--- config.mk ---
export PLATFORM = sky130hd
export DESIGN_NAME = data_mem_mmio_flat
export DESIGN_NICKNAME = d
export VERILOG_FILES = /design/src/rtl/data_mem_mmio_pkg.sv /design/src/rtl/data_mem_mmio_if.sv /design/src/rtl/data_mem_mmio_tx_fifo.sv /design/src/rtl/data_mem_mmio.sv /design/src/flat_wrapper.sv
export SDC_FILE = /design/constraint.sdc
export NUM_CORES = 2
export LEC_CHECK = 0
export CORE_UTILIZATION = 30
export DETAILED_ROUTE_END_ITERATION = 6
export GPL_ROUTABILITY_DRIVEN = 0
export PLACE_DENSITY = 0.55
export RECOVER_POWER = 50
export SYNTH_ARGS = -nofsm -noshare
export SYNTH_HDL_FRONTEND = slang
export SYNTH_SLANG_ARGS = --single-unit
export TNS_END_PERCENT = 30
--- constraint.sdc ---
create_clock -name CLK -period 2.95 [get_ports CLK]
set_input_delay 0.295 -clock CLK [delete_from_list [all_inputs] [get_ports CLK]]
set_output_delay 0.295 -clock CLK [all_outputs]
set_load 0.005 [all_outputs]
--- src/rtl/data_mem_mmio_pkg.sv ---
// Shared constants for the data-memory / MMIO responder: address map and STATUS layout.
package data_mem_mmio_pkg;

  localparam logic [31:0] MMIO_BASE   = 32'hFFFF_0000;
  localparam logic [31:0] TXDATA_ADDR = MMIO_BASE + 32'h0000_0000;
  localparam logic [31:0] STATUS_ADDR = MMIO_BASE + 32'h0000_0004;
  localparam logic [31:0] CYCLE_ADDR  = MMIO_BASE + 32'h0000_0008;

  localparam int unsigned FULL_BIT  = 0;
  localparam int unsigned EMPTY_BIT = 1;
  localparam int unsigned OVF_BIT   = 3;
  localparam int unsigned COUNT_LSB = 4;

endpackage

--- src/rtl/data_mem_mmio_if.sv ---
// Load/store port from the datapath plus the transmit valid/ready stream to the consumer.
interface data_mem_mmio_if #(
  parameter int unsigned DATA_WIDTH = 32,
  parameter int unsigned ADDR_WIDTH = 32
);
  logic [ADDR_WIDTH-1:0] Addr;
  logic [DATA_WIDTH-1:0] WriteData;
  logic                  MemWrite;
  logic [DATA_WIDTH-1:0] ReadData;
  logic [DATA_WIDTH-1:0] TxData;
  logic                  TxValid;
  logic                  TxReady;

  modport master (
    output Addr, WriteData, MemWrite, TxReady,
    input  ReadData, TxData, TxValid
  );

  modport slave (
    input  Addr, WriteData, MemWrite, TxReady,
    output ReadData, TxData, TxValid
  );
endinterface

--- src/rtl/data_mem_mmio_tx_fifo.sv ---
// Transmit FIFO: head is the registered slot at the read pointer, so a push into an
// empty FIFO becomes visible one cycle later.
module tx_fifo #(
  parameter int unsigned DATA_WIDTH = 32,
  parameter int unsigned FIFO_DEPTH = 4
) (
  input  logic                                CLK,
  input  logic                                RST,
  input  logic                                push,
  input  logic [DATA_WIDTH-1:0]               push_data,
  input  logic                                pop,
  output logic [DATA_WIDTH-1:0]               head,
  output logic [$clog2(FIFO_DEPTH):0]         count,
  output logic                                full,
  output logic                                empty
);
  localparam int unsigned PW = $clog2(FIFO_DEPTH);
  localparam int unsigned CW = PW + 1;

  logic [DATA_WIDTH-1:0] mem_q [FIFO_DEPTH];
  logic [PW-1:0]         wr_ptr_q;
  logic [PW-1:0]         rd_ptr_q;
  logic [CW-1:0]         count_q;
  logic                  push_ok;
  logic                  pop_ok;

  assign full    = (count_q == CW'(FIFO_DEPTH));
  assign empty   = (count_q == '0);
  assign count   = count_q;
  assign head    = mem_q[rd_ptr_q];
  assign pop_ok  = pop & ~empty;
  // A full FIFO still takes a push when the head leaves in the same cycle.
  assign push_ok = push & (~full | pop_ok);

  always_ff @(posedge CLK or negedge RST) begin
    if (!RST) begin
      for (int unsigned i = 0; i < FIFO_DEPTH; i++) mem_q[i] <= '0;
      wr_ptr_q <= '0;
      rd_ptr_q <= '0;
      count_q  <= '0;
    end else begin
      if (push_ok) begin
        mem_q[wr_ptr_q] <= push_data;
        wr_ptr_q        <= wr_ptr_q + PW'(1);
      end
      if (pop_ok) rd_ptr_q <= rd_ptr_q + PW'(1);
      if (push_ok && !pop_ok)      count_q <= count_q + CW'(1);
      else if (pop_ok && !push_ok) count_q <= count_q - CW'(1);
    end
  end

endmodule

--- src/rtl/data_mem_mmio.sv ---
// Word-addressed data RAM with an MMIO window: transmit FIFO, status/overflow and a
// free-running cycle counter. Loads are combinational.
module data_mem_mmio
  import data_mem_mmio_pkg::*;
#(
  parameter int unsigned DATA_WIDTH = 32,
  parameter int unsigned ADDR_WIDTH = 32,
  parameter int unsigned MEM_DEPTH  = 64,
  parameter int unsigned FIFO_DEPTH = 4
) (
  input  logic       CLK,
  input  logic       RST,
  data_mem_mmio_if.slave bus
);
  localparam int unsigned AW = $clog2(MEM_DEPTH);
  localparam int unsigned CW = $clog2(FIFO_DEPTH) + 1;

  logic [DATA_WIDTH-1:0] ram_q [MEM_DEPTH];
  logic [DATA_WIDTH-1:0] cycle_q;
  logic                  ovf_q;

  logic [ADDR_WIDTH-1:0] word_addr;
  logic [AW-1:0]         ram_idx;
  logic                  ram_sel, tx_sel, status_sel, cycle_sel;
  logic                  fifo_push, fifo_pop, fifo_full, fifo_empty;
  logic [CW-1:0]         fifo_count;
  logic [DATA_WIDTH-1:0] status;

  // Byte offset within the word is dropped before every compare.
  assign word_addr  = bus.Addr & ~ADDR_WIDTH'(3);
  assign ram_idx    = bus.Addr[AW+1:2];
  assign ram_sel    = word_addr < ADDR_WIDTH'(MEM_DEPTH * 4);
  assign tx_sel     = word_addr == ADDR_WIDTH'(TXDATA_ADDR);
  assign status_sel = word_addr == ADDR_WIDTH'(STATUS_ADDR);
  assign cycle_sel  = word_addr == ADDR_WIDTH'(CYCLE_ADDR);

  assign fifo_push  = bus.MemWrite & tx_sel;
  assign fifo_pop   = bus.TxReady & ~fifo_empty;
  assign bus.TxValid = ~fifo_empty;

  tx_fifo #(
    .DATA_WIDTH (DATA_WIDTH),
    .FIFO_DEPTH (FIFO_DEPTH)
  ) u_tx_fifo (
    .CLK       (CLK),
    .RST       (RST),
    .push      (fifo_push),
    .push_data (bus.WriteData),
    .pop       (fifo_pop),
    .head      (bus.TxData),
    .count     (fifo_count),
    .full      (fifo_full),
    .empty     (fifo_empty)
  );

  always_comb begin
    status                     = '0;
    status[COUNT_LSB +: CW]    = fifo_count;
    status[OVF_BIT]            = ovf_q;
    status[EMPTY_BIT]          = fifo_empty;
    status[FULL_BIT]           = fifo_full;
  end

  // Load mux; TXDATA and unmapped addresses read as zero.
  always_comb begin
    bus.ReadData = '0;
    if (ram_sel)         bus.ReadData = ram_q[ram_idx];
    else if (status_sel) bus.ReadData = status;
    else if (cycle_sel)  bus.ReadData = cycle_q;
  end

  always_ff @(posedge CLK or negedge RST) begin
    if (!RST) begin
      for (int unsigned i = 0; i < MEM_DEPTH; i++) ram_q[i] <= '0;
    end else if (bus.MemWrite && ram_sel) begin
      ram_q[ram_idx] <= bus.WriteData;
    end
  end

  // Sticky overflow: set by a dropped push, cleared by writing 1 to its STATUS bit.
  always_ff @(posedge CLK or negedge RST) begin
    if (!RST) begin
      ovf_q <= 1'b0;
    end else if (fifo_push && fifo_full && !fifo_pop) begin
      ovf_q <= 1'b1;
    end else if (bus.MemWrite && status_sel && bus.WriteData[OVF_BIT]) begin
      ovf_q <= 1'b0;
    end
  end

  always_ff @(posedge CLK or negedge RST) begin
    if (!RST)                          cycle_q <= '0;
    else if (bus.MemWrite && cycle_sel) cycle_q <= bus.WriteData;
    else                                cycle_q <= cycle_q + DATA_WIDTH'(1);
  end

endmodule

--- src/flat_wrapper.sv ---
// flat-port wrapper written by rule: the top's interface ports become plain ports
module data_mem_mmio_flat import data_mem_mmio_pkg::*;
#(
  parameter int unsigned DATA_WIDTH = 32,
  parameter int unsigned ADDR_WIDTH = 32,
  parameter int unsigned MEM_DEPTH  = 64,
  parameter int unsigned FIFO_DEPTH = 4
)
  (CLK, RST, bus_Addr, bus_WriteData, bus_MemWrite, bus_TxReady, bus_ReadData, bus_TxData, bus_TxValid);
  data_mem_mmio_if #(.DATA_WIDTH(DATA_WIDTH), .ADDR_WIDTH(ADDR_WIDTH)) bus_i ();
  input  logic CLK;
  input  logic RST;
  input wire logic [$bits(bus_i.Addr)-1:0] bus_Addr;
  input wire logic [$bits(bus_i.WriteData)-1:0] bus_WriteData;
  input wire logic [$bits(bus_i.MemWrite)-1:0] bus_MemWrite;
  input wire logic [$bits(bus_i.TxReady)-1:0] bus_TxReady;
  output wire logic [$bits(bus_i.ReadData)-1:0] bus_ReadData;
  output wire logic [$bits(bus_i.TxData)-1:0] bus_TxData;
  output wire logic [$bits(bus_i.TxValid)-1:0] bus_TxValid;
  assign bus_i.Addr = bus_Addr;
  assign bus_i.WriteData = bus_WriteData;
  assign bus_i.MemWrite = bus_MemWrite;
  assign bus_i.TxReady = bus_TxReady;
  assign bus_ReadData = bus_i.ReadData;
  assign bus_TxData = bus_i.TxData;
  assign bus_TxValid = bus_i.TxValid;
  data_mem_mmio #(.DATA_WIDTH(DATA_WIDTH), .ADDR_WIDTH(ADDR_WIDTH), .MEM_DEPTH(MEM_DEPTH), .FIFO_DEPTH(FIFO_DEPTH)) u_core (.CLK(CLK), .RST(RST), .bus(bus_i));
endmodule
# Yosys cells after proc, flatten, opt, wreduce, memory -nomap -nowiden
# Index checks and enable logic that the tools add are counted.
dict set report word_totals {
  ff_bits 2216
  input_bits 68
  out_inout_bits 65
  elab_cells 134
}
dict set report classes {
  add_sub_neg 5
  n_lt_le_gt_ge 6
  n_eq_ne 4
  mux 20
  n_bitwise 10
  n_reduce_logical 16
}
# op n
set op_table {}
lappend op_table {{$bwmux W2048} 1}
lappend op_table {{$mux W32} 10}
lappend op_table {{$bmux W32 S6} 1}
lappend op_table {{$demux W32 S6} 1}
lappend op_table {{$bwmux W128} 1}
lappend op_table {{$eq A30 B30 Y1 const B} 3}
lappend op_table {{$bmux W32 S2} 1}
lappend op_table {{$demux W32 S2} 1}
lappend op_table {{$add A32 B1 Y32 const B} 1}
lappend op_table {{$lt A32 B9 Y1 const B} 1}
lappend op_table {{$logic_and A1 B1 Y1} 10}
lappend op_table {{$ge A7 B7 Y1 const B} 1}
lappend op_table {{$lt A7 B1 Y1 const B} 1}
lappend op_table {{$not A6 Y7} 1}
lappend op_table {{$ge A3 B3 Y1 const B} 2}
lappend op_table {{$mux W3} 2}
lappend op_table {{$not A2 Y3} 2}
lappend op_table {{$add A2 B1 Y2 const B} 2}
lappend op_table {{$and A1 B1 Y1} 4}
lappend op_table {{$reduce_bool A2 Y1} 2}
lappend op_table {{$add A3 B1 Y3 const B} 1}
lappend op_table {{$eq A3 B3 Y1 const B} 1}
lappend op_table {{$logic_not A1 Y1} 3}
lappend op_table {{$logic_not A3 Y1} 1}
lappend op_table {{other kinds (5)} 7}

# Longest topological paths before layout
dict set report logic_depth {
  depth_word 10
  mapped_depth 13
}

# By module
# From an unflattened synthesis, not the netlist that was laid out.
dict set report unflattened {
  cells_unflattened 7177
  hier_area_um2 102012.8
}
# module instances cells_per_inst area_per_inst_um2
set by_module_without_submodules {}
lappend by_module_without_submodules {data_mem_mmio 1 6830 96039.6}
lappend by_module_without_submodules {tx_fifo 1 347 5973.2}

# Worst setup path before layout
# No wires, ideal clock.
dict set report synth_path {
  path_type {input-to-reg}
  startpoint {input port bus_Addr[15]}
  endpoint {register u_core.u_tx_fifo.count_q[2], in the netlist u_core.u_tx_fifo.count[2]}
  setup_time_ns 0.079
  arrival_ns 2.589
  path_slack_ns 0.282
  stages 11
  n_path_buf 1
  path_cell_list {nor4_4 -> nand4_2 -> or4_1 -> buf_2 -> nor3_1 -> ha_1 -> inv_1 -> fa_1 -> xor2_1 -> nor2_1 -> xor2_1}
}
dict set report synth_via {
  elab_chain_cells 6
}
# item line_no
set synth_lines {}
lappend synth_lines {{start: declaration} flat_wrapper.sv:13} ;# input wire logic [$bits(bus_i.Addr)-1:0] bus_Addr;
lappend synth_lines {{$eq A30 B30 Y1 (*)} data_mem_mmio.sv:33} ;# assign tx_sel = word_addr == ADDR_WIDTH'(TXDATA_ADDR);
lappend synth_lines {{$and A1 B1 Y1 (*)} data_mem_mmio.sv:37} ;# assign fifo_push = bus.MemWrite & tx_sel;
lappend synth_lines {{$and A1 B1 Y1 (*)} data_mem_mmio_tx_fifo.sv:33} ;# assign push_ok = push & (~full | pop_ok);
lappend synth_lines {{via u_core.u_tx_fifo.push_ok} data_mem_mmio_tx_fifo.sv:24} ;# logic push_ok;
lappend synth_lines {{$logic_not A1 Y1} data_mem_mmio_tx_fifo.sv:48} ;# else if (pop_ok && !push_ok) count_q <= count_q - CW'(1);
lappend synth_lines {{$logic_and A1 B1 Y1} data_mem_mmio_tx_fifo.sv:48}
lappend synth_lines {{$reduce_bool A2 Y1 (no line)} -}
lappend synth_lines {{end signal: assignment} data_mem_mmio_tx_fifo.sv:47} ;# if (push_ok && !pop_ok) count_q <= count_q + CW'(1);
lappend synth_lines {{end signal: assignment} data_mem_mmio_tx_fifo.sv:48}
lappend synth_lines {{end: declaration} data_mem_mmio_tx_fifo.sv:23} ;# logic [CW-1:0] count_q;
# The timed path passes the listed nets; every way through them passes the cells marked *.
# A chain may end at the register's enable or synchronous reset.

# Final worst setup path
dict set report layout_path {
  startpoint {register u_core.ram_q[564] (netlist bit)}
  endpoint {output port bus_ReadData[20]}
}
dict set report layout_via {
  elab_chain_cells 4
}
# item line_no
set layout_lines {}
lappend layout_lines {{start: declaration} data_mem_mmio.sv:18} ;# logic [DATA_WIDTH-1:0] ram_q [MEM_DEPTH];
lappend layout_lines {{start signal: indexed assignment} data_mem_mmio.sv:76} ;# ram_q[ram_idx] <= bus.WriteData;
lappend layout_lines {{$bmux W32 S6} data_mem_mmio.sv:67} ;# if (ram_sel) bus.ReadData = ram_q[ram_idx];
lappend layout_lines {{$mux W32 (not written as such) (2 in a row)} data_mem_mmio.sv:67}
lappend layout_lines {{$mux W32} data_mem_mmio.sv:67}
lappend layout_lines {{end: declaration} flat_wrapper.sv:17} ;# output wire logic [$bits(bus_i.ReadData)-1:0] bus_ReadData;
# Every way passes these cells. The select of a mux whose other input is x is not followed.

==> flow_summary.json <==
{
  "initial_core_util_pct": 30.1,
  "antenna_found_initial": 39,
  "core_um2": 340000,
  "yosysMostFrequentCell": "dfrtp_1",
  "clock_path_buffers": 4,
  "viasPerCell": 5.54,
  "syn_to_final_growth_pct": 24.8,
  "synthAdderAreaFrac_pct": 0.0930,
  "max_freq_mhz": 255,
  "slew_headroom_pct": -95.7,
  "numCtsBuffers": 245,
  "cpMaxStageDelayCell": "mux4_2",
  "grt_pass1_vias": 72600,
  "grt_max_degree": 123,
  "yosysSeqAreaShare_pct": 54.2,
  "synth_top_family_by_area": "multiplexers",
  "violations": "capacitance limit, slew limit, setup timing",
  "synthMuxAreaShare_pct": 32.6,
  "root_buffer": "clkbuf_16",
  "clock_latency_ps": 910,
  "crit_path_end_kind": "primary output",
  "num_rows": 214,
  "setup_ws_ps": -972,
  "nets": 8058,
  "place_ws_ps": -1730,
  "hold_viol_final": 0,
  "max_stage_delay_ps": 570,
  "die_w_um": 586,
  "cp_max_fo": 2,
  "outcome": "complete, but fails checks",
  "ys_top_cells_by_count": "dfrtp_1, mux2_2, clkbuf_1, buf_2, mux2i_1",
  "drtIter0Drc": 6934,
  "post-dp-hpwl_mm": 273,
  "fin_total_pwr_mw": 66.6,
  "boundaryPins": 133,
  "synth_edf_count": 0,
  "ys_ff_latch": 2216,
  "synth_area_leader_cell": "dfrtp_1",
  "critPathKind": "reg2out",
  "wl_mm": 398,
  "p_per_area_nw_per_um2": 522,
  "yosysTopAreaCellShare_pct": 54.2,
  "wl_per_cell_um": 31.2,
  "cts.sinks": 2216,
  "synth_compound_area_share_pct": 6.90,
  "cts_tree": "done",
  "yosysUniqueCellTypes": 78,
  "postRouteAntennaNets": 0,
  "drc_errors": 0,
  "grt_setup_unrepaired": "true",
  "tightest_slew_ps": 2940,
  "synthTopCellsByArea": "dfrtp_1, mux2_2, mux4_2",
  "worstPathRequired_ps": 2650,
  "layout-drive-gt1-share_pct": 51.6,
  "vias": 70500,
  "die_area_um2": 343000,
  "synth_fp_nets": 7311,
  "start_kind": "flop",
  "grt_pass1_wl_mm": 567,
  "fin_skew_ps": 59.8,
  "period_minus_slack_ps": 3920,
  "syn_inst": 7236,
  "htreeDepth": 4,
  "first_pass_iters": 6,
  "maxCapViolations": 1,
  "synth-xor-area-share_pct": 0.308,
  "clk_pin_slew_ps": 60,
  "setup_viol": 1091,
  "port_buffers": 130,
  "min_path_type": "in2reg",
  "grt-ovfl-total": 0,
  "finalCritPeriodShare_pct": 133,
  "async_reset_ff_share_pct": 100,
  "drv_slew": 48,
  "grtUsageTotal_pct": 22.9,
  "yosys_warnings": 0,
  "synth_ff_type": "dfrtp_1",
  "crit_arrival_ps": 3630,
  "fin_setup_tns_ps": -191950,
  "syn_area_um2": 102000,
  "leakage_nw": 60.3,
  "vdd_drop_max_uv": 563,
  "synthSimpleGateAreaFrac_pct": 2.33,
  "die_y_um": 586,
  "cp_cell_sequence": "mux4_2 -> a32o_2 -> a2111oi_4 -> buf_4 -> nand4_1 -> a22o_1 -> buf_2",
  "hold_slack_ps": 25.5,
  "syn_area_per_cell_um2": 14.1
}
[worst max-delay path: cells and delay by family, from the launching register on]
family,cells,cell delay (ps)
compound gates,3,1180
mux,1,570
flops,1,390
buf+inv,2,390
simple gates,1,170
[what timing repair did]
item                       in CTS  in global routing
hold buffers                   12                  0
setup endpoints to repair      53                 35
pin swaps                      90                 43
hold endpoints to repair     1147                  0
resized for setup             309                 73
buffers inserted               12                  9
[area by class of cell]
type	count	area [um2]
antenna	16	40.0
clock buffer	377	7390
clock inverter	69	920
fill	32200	212000
inverter	9	41.3
multi-input combinational	4270	45200
sequential	2216	55500
tap	4536	5680
timing repair buffer	1241	12900
[power breakdown]
| group | total, mW | switching [mW] | internal, mW |
|---|---|---|---|
| clock network | 31.6 | 13.1 | 18.5 |
| registers | 30.4 | 0.00000289 | 30.4 |
| logic | 4.58 | 3.20 | 1.38 |
[state kept, by name, summed over array words and instances (netlist names)]
register	count
u_core.u_tx_fifo.count	3
u_core.ovf_q	1
u_core.u_tx_fifo.mem_q	128
u_core.ram_q	2048
u_core.u_tx_fifo.wr_ptr_q	2
u_core.cycle_q	32
u_core.u_tx_fifo.rd_ptr_q	2
[path summary, 6_finish.rpt]
kind	start	end	slack, ps	cells after the start
max in group asynchronous	RST	u_core.ram_q[446]$_DFFE_PN0P_	-300	4
worst min register to register	u_core.ram_q[756]$_DFFE_PN0P_	u_core.ram_q[756]$_DFFE_PN0P_	480	1
min in group asynchronous	RST	u_core.ram_q[1505]$_DFFE_PN0P_	910	2
worst min-delay path	bus_WriteData[21]	u_core.ram_q[1589]$_DFFE_PN0P_	30	3
worst max register to register	u_core.cycle_q[0]$_DFF_PN0_	u_core.cycle_q[30]$_DFF_PN0_	420	7
worst max-delay path	u_core.ram_q[564]$_DFFE_PN0P_	bus_ReadData[20]	-970	7
[kinds of logic (layout without fill, tap and decap cells)]
| kind of cell | after synthesis | in the layout |
|---|---|---|
| other | 0 | 16 |
| muxes | 2788 | 2788 |
| adders and majority gates | 7 | 7 |
| and+or+nand+nor | 482 | 482 |
| xor gates and xnor gates | 36 | 36 |
| AOI/OAI and AO/OA | 957 | 957 |
| buffers and inverters | 750 | 1696 |
| DFF | 2216 | 2216 |
[metal layers]
metal / vias to the layer above / part of all wire (%) / GRT usage [%]
li1: 28400 / - / -
met1: 38300 / 43 / 31.8
met2: 2981 / 45 / 35.3
met3: 756 / 7.8 / 4.51
met4: 24 / 4.1 / 8.66
met5: - / 0.040 / 0
[metrics by stage]
| step | util, % | std cells | cell area, um2 |
|---|---|---|---|
| CTS | 37.6 | 12700 | 128000 |
| finish | 37.6 | 12700 | 128000 |
| floorplan | - | 7236 | 102000 |
| detailed placement | 34.7 | 12300 | 118000 |
| global route | 37.6 | 12700 | 128000 |
| global placement | 34.7 | 12300 | 118000 |
[placed cells by master, fill, tap and decap left out, drive strengths merged, types with 9 or more instances in the layout]
cell           Yosys  final
a222oi            10     10
and3              16     16
xnor2             21     21
nor4              15     15
nor2             162    162
dlygate4sd3        0     12
nand4             19     19
nor3b              9      9
diode              0     16
buf              379   1127
o211ai             9      9
o22ai             85     85
nor3              22     22
clkdlybuf4s50      0     59
mux2i            258    258
xor2              15     15
a2111oi            9      9
bufinv             0     15
a21oi            124    124
clkbuf           362    414
and2               9      9
a22oi            216    216
o22a              15     15
inv                7     13
a22o              43     43
a31oi             38     38
clkinv             2     44
o221ai            12     12
a221oi           198    198
mux4             165    165
a221o             47     47
nand2            135    135
dfrtp           2216   2216
mux2            2365   2365
nand3             37     37
o2bb2ai           22     22
o21ai             90     90
No activity file was read; power rests on OpenSTA's default activity.
